<file path="src/rtl/cpu_reset_sequencer.sv">
// CPU reset sequencer: qualifies PLL lock, stretches reset, records last cause and count.
// Optional watchdog enabled with `define RST_SEQ_WDT_EN.
module cpu_reset_sequencer #(
   parameter int unsigned LOCK_HOLD_CYCLES = 1024,
   parameter int unsigned RST_HOLD_CYCLES  = 16,
   parameter int unsigned WDT_CYCLES       = 1048576
) (
   input  logic       clk_i,
   input  logic       rst_n,
   input  logic       pll_locked_i,
   input  logic       btn_rst_i,
   input  logic       wdt_kick_i,
   output logic       cpu_rst_o,
   output logic [1:0] state_o,
   output logic [1:0] rst_cause_o,
   output logic [7:0] rst_count_o
);

   typedef enum logic [1:0] {
      ST_WAIT_LOCK = 2'b00,
      ST_STABLE    = 2'b01,
      ST_HOLD      = 2'b10,
      ST_RUN       = 2'b11
   } state_e;

   localparam logic [1:0] CAUSE_POR  = 2'b00;
   localparam logic [1:0] CAUSE_BTN  = 2'b01;
   localparam logic [1:0] CAUSE_LOCK = 2'b10;
   localparam logic [1:0] CAUSE_WDT  = 2'b11;

   localparam int unsigned CNT_MAX = (LOCK_HOLD_CYCLES > RST_HOLD_CYCLES) ?
                                     LOCK_HOLD_CYCLES : RST_HOLD_CYCLES;
   localparam int unsigned CNT_W   = (CNT_MAX > 32'd1) ? $clog2(CNT_MAX) : 32'd1;
   localparam logic [CNT_W-1:0] LOCK_LAST = CNT_W'(LOCK_HOLD_CYCLES - 32'd1);
   localparam logic [CNT_W-1:0] HOLD_LAST = CNT_W'(RST_HOLD_CYCLES - 32'd1);

   state_e           state_q, state_d;
   logic [CNT_W-1:0] cnt_q, cnt_d;
   logic             cpu_rst_q, cpu_rst_d;
   logic [1:0]       cause_q, cause_d;
   logic [7:0]       count_q, count_d;
   logic             wdt_expire_s;

`ifdef RST_SEQ_WDT_EN
   localparam int unsigned WDT_W = $clog2(WDT_CYCLES);
   localparam logic [WDT_W-1:0] WDT_LAST = WDT_W'(WDT_CYCLES - 32'd1);

   logic [WDT_W-1:0] wdt_q, wdt_d;

   // A kick landing in the expiry cycle wins over the timeout.
   assign wdt_expire_s = (state_q == ST_RUN) && (wdt_q == WDT_LAST) && !wdt_kick_i;

   // Watchdog count: advances only while running, otherwise held at zero.
   always_comb begin
      wdt_d = '0;
      if ((state_q == ST_RUN) && !wdt_kick_i) begin
         wdt_d = wdt_q + WDT_W'(1);
      end else begin
         wdt_d = '0;
      end
   end

   // Watchdog register.
   always_ff @(posedge clk_i or negedge rst_n) begin
      if (!rst_n) begin
         wdt_q <= '0;
      end else begin
         wdt_q <= wdt_d;
      end
   end
`else
   logic unused_wdt_s;
   assign unused_wdt_s = wdt_kick_i ^ (WDT_CYCLES == 32'd0);
   assign wdt_expire_s = 1'b0;
`endif

   // Sequencer next-state, hold counter and RUN-exit bookkeeping.
   always_comb begin
      state_d = state_q;
      cnt_d   = cnt_q;
      cause_d = cause_q;
      count_d = count_q;
      case (state_q)
         ST_WAIT_LOCK: begin
            cnt_d = '0;
            if (pll_locked_i) begin
               state_d = ST_STABLE;
            end else begin
               state_d = ST_WAIT_LOCK;
            end
         end
         ST_STABLE: begin
            if (!pll_locked_i) begin
               state_d = ST_WAIT_LOCK;
               cnt_d   = '0;
            end else if (cnt_q == LOCK_LAST) begin
               state_d = ST_HOLD;
               cnt_d   = '0;
            end else begin
               cnt_d = cnt_q + CNT_W'(1);
            end
         end
         ST_HOLD: begin
            if (!pll_locked_i) begin
               state_d = ST_WAIT_LOCK;
               cnt_d   = '0;
            end else if (btn_rst_i) begin
               cnt_d = '0;
            end else if (cnt_q == HOLD_LAST) begin
               state_d = ST_RUN;
               cnt_d   = '0;
            end else begin
               cnt_d = cnt_q + CNT_W'(1);
            end
         end
         ST_RUN: begin
            cnt_d = '0;
            if (!pll_locked_i || btn_rst_i || wdt_expire_s) begin
               count_d = (count_q == 8'd255) ? count_q : count_q + 8'd1;
               if (!pll_locked_i) begin
                  state_d = ST_WAIT_LOCK;
                  cause_d = CAUSE_LOCK;
               end else if (btn_rst_i) begin
                  state_d = ST_HOLD;
                  cause_d = CAUSE_BTN;
               end else begin
                  state_d = ST_HOLD;
                  cause_d = CAUSE_WDT;
               end
            end else begin
               state_d = ST_RUN;
            end
         end
         default: begin
            state_d = ST_WAIT_LOCK;
            cnt_d   = '0;
         end
      endcase
      cpu_rst_d = (state_d != ST_RUN);
   end

   // Sequencer state and registered outputs.
   always_ff @(posedge clk_i or negedge rst_n) begin
      if (!rst_n) begin
         state_q   <= ST_WAIT_LOCK;
         cnt_q     <= '0;
         cpu_rst_q <= 1'b1;
         cause_q   <= CAUSE_POR;
         count_q   <= 8'd0;
      end else begin
         state_q   <= state_d;
         cnt_q     <= cnt_d;
         cpu_rst_q <= cpu_rst_d;
         cause_q   <= cause_d;
         count_q   <= count_d;
      end
   end

   assign cpu_rst_o   = cpu_rst_q;
   assign state_o     = state_q;
   assign rst_cause_o = cause_q;
   assign rst_count_o = count_q;

endmodule

</file>
<file path="config.mk">
export PLATFORM = sky130hd
export DESIGN_NAME = cpu_reset_sequencer
export DESIGN_NICKNAME = d
export VERILOG_FILES = /design/src/rtl/cpu_reset_sequencer.sv
export SDC_FILE = /design/constraint.sdc
export NUM_CORES = 1
export LEC_CHECK = 0
export BUFFER_PORTS_ARGS = -buffer_cell sky130_fd_sc_hd__buf_2
export CORE_UTILIZATION = 53
export CTS_CLUSTER_SIZE = 8
export DETAILED_ROUTE_END_ITERATION = 8
export GPL_TIMING_DRIVEN = 0
export PLACE_DENSITY = 0.77
export SKIP_LAST_GASP = 1
export SYNTH_ARGS = -nofsm -noshare
export SYNTH_HDL_FRONTEND = slang
export SYNTH_SLANG_ARGS = --single-unit
export TNS_END_PERCENT = 30
</file>
<file path="constraint.sdc">
create_clock -name clk_i -period 1.63 [get_ports clk_i]
set_input_delay 0.0815 -clock clk_i [delete_from_list [all_inputs] [get_ports clk_i]]
set_output_delay 0.0815 -clock clk_i [all_outputs]
set_load 0.05 [all_outputs]
</file>
==> metrics <==
status complete, no violations; root buf cell clkbuf_4; Hold Crit Depth 2; Fmax achieved 0.626 GHz; synthesis warning total 0; largest net degree at the start of global routing 24; global route total overflow 0; Crit Path Category flip-flop to flip-flop; largest family of logic cells by synthesized area simple AND/OR/NAND/NOR gates; DRC 0; Routed wire per std cell 13.7 um; final WL 2030 um; Seq pwr share 65.8%; Cell Chain, Critical Path ha_2 -> and4_4 -> nand4_1 -> a22oi_4 -> nor2b_1; Post-Layout Cell Count 148; FF+latch count, synth 23; switching power 0.000194 W; commonest non-fill, non-tap cell in the layout buf_2; Compound-Gate Fraction of Synth Area 8.73%; share of the synthesized area in the top cell type 51.2%; CP Launch Type flip-flop; worst slew pin tran 0.636 ns; TNS Setup 0 ns; row count 15; Final #Nets 131; mapped cell area 1070 um2; later-pin clock latency in the skew report 0.30 ns; R2R depth 5; critical path arrival 1.79 ns; Starting Density 59.0%; 1st-iter DRT viols 2; Clock Power Share 28.9%; DIE WIDTH 47.0 um; class of the worst hold path primary input to flip-flop; Crit path depth 5; cell-internal power 0.000683 W; Yosys top cell by area dfrtp_1; total number of vias 786; max-cap viol count 0; core area 1820 um2; Unique masters post-synth 28; CP bufs+invs 0; Max IR drop VDD 0.000492 V; Final Critical Period 1.60 ns; Clock Sink Count 23; share of post-route cells with drive strength above 1 33.3%; DP Cell Count 140; Total GRT Usage 19.7%; global placement routability congestion 0.848; post-route clock period utilization 98.1%; Logic pwr share 5.3%; CTS Buf Count 3; max-slew violation count 0; mux contribution to synthesized area 1.05%; Synth Instances 99; area grow syn2layout 19.8%; WP data required 1.82 ns; post-synthesis sequential area ratio 53.7%; syn_area_per_cell 10.9 um2; Critical Path Max Stage Delay 0.39 ns; die area 2210 um2; LEAKAGE 0.595 nW; most frequent cells in the layout buf_2 (16), dfrtp_1 (15), nor2_1 (13); I/O pins 18; slowest stage cell on the critical path dfrtp_1; CTS H-tree depth 1; Mapped Nets 106; number of global-route vias before repair 709; Final ANT Viol Nets 0; post-DP HPWL 1410 um; Post-Synth Adder-Cell Area 2.33%; drt first pass iters 4; top cells by area, synth dfrtp_1 (51%), xor2_1 (7.3%), nor2_1 (5.2%); maximum fanout along the worst path 5; vias per cell 5.31; diode count 0; maximum clock path buffer count 2; Die Y 47.0 um; first-pass GRT wire length 2960 um; CP Capture Type flip-flop; Final Hold Fails 0; simple-gate area share of the yosys netlist 20.6%; Final setup viols 0; initial antenna violation count 0; CP top delay family simple AND/OR/NAND/NOR gates; normalized max-slew margin 57.3%; clk_skew 0.00776 ns; CTS tree yes; final hold slack 0.0242 ns; Sw Ratio 22.2%; Worst-path clk slew 0.12 ns; I/O Buffers 16; Power Dens Cells 682 nW/um2; xor and xnor area share after synthesis 12.2%; unrepaired setup endpoints after global routing true
-- layer usage --
metal | vias up | GRT usage (%) | share of wire, %
li1 | 388 | - | -
met1 | 372 | 24.4 | 45
met2 | 22 | 32.8 | 50
met3 | 4 | 3.46 | 3.3
met4 | 0 | 10.3 | 1.4
met5 | - | 0 | 0
-- metrics by stage --
stage	instance area, um2	power, W	setup slack, ns	utilization, %
floorplan	1100	0.000607	0.00733	-
global route	1290	0.000923	-0.0627	70.7
detailed placement	1210	0.000629	0.0290	66.3
CTS	1240	0.000889	0.00129	68.3
finish	1290	0.000878	0.0314	70.7
global placement	1210	0.000628	0.0734	66.3
-- cell usage after synthesis, drive strengths merged --
cell    instances
xnor2           6
a21oi           2
nor3            5
nand3           5
nor3b           1
nor4            2
dfrtp          22
o221ai          1
a22oi           1
mux2            1
ha              2
nor2           15
o21a            1
o311a           1
o21ai           1
and2            2
a31oi           1
nand2b          1
and4            1
and3            2
dfstp           1
nand2           8
inv             4
a21o            1
nor2b           1
nand4           2
xor2            9
-- worst paths after layout --
| path | slack, ns | start | to |
|---|---|---|---|
| min in group asynchronous | 0.26 | rst_n | cnt_q[9] |
| setup / recovery | 0.03 | cnt_q[0] | cnt_q[1] |
| max in group asynchronous | 1.00 | rst_n | rst_count_o[3] |
| hold / removal | 0.02 | pll_locked_i | state_o[1] |
| hold reg to reg | 0.47 | cnt_q[0] | cnt_q[0] |
| setup reg to reg | 0.03 | cnt_q[0] | cnt_q[1] |
-- layout make-up --
class,instances,area (um2)
flip-flops and latches,23,586
repair buffers,19,105
fillers,143,533
inverters,4,15.0
clock buffers,4,26.3
multi-input cells,73,524
well taps,25,31.3
-- cell families after synthesis --
group / Yosys count
DFF: 23
and+or+nand+nor: 45
muxes: 1
buffers and inverters: 4
adders and majority gates: 2
AOI/OAI and AO/OA: 9
xor gates and xnor gates: 15
-- worst register-to-register path: cells and delay by family, from the launching register on --
kind	cells	cell delay [ns]
simple gates	3	0.57
fa+ha+maj	1	0.21
flops	1	0.39
compound gates	1	0.33
-- state kept, by name (all words and copies together) (netlist names) --
| signal | count |
|---|---|
| cnt_q | 10 |
| cpu_rst_o | 1 |
| rst_cause_o | 2 |
| rst_count_o | 8 |
| state_o | 2 |
-- power groups by stage --
stage                     clock network, W   logic, W  registers [W]
after floorplan                          0  0.0000150       0.000592
after global placement                   0  0.0000401       0.000588
after detailed placement                 0  0.0000414       0.000588
after CTS                         0.000269  0.0000433       0.000577
after global routing              0.000293  0.0000523       0.000578
final                             0.000254  0.0000467       0.000577
-- what timing repair did --
action | 4_1_cts | 5_1_grt
gates resized for setup | 0 | 5
hold endpoints to repair | 22 | 0
hold buffers | 1 | 0
setup endpoints to repair | 0 | 10
setup buffers | 0 | 2
(Power assumes the default switching activity.)
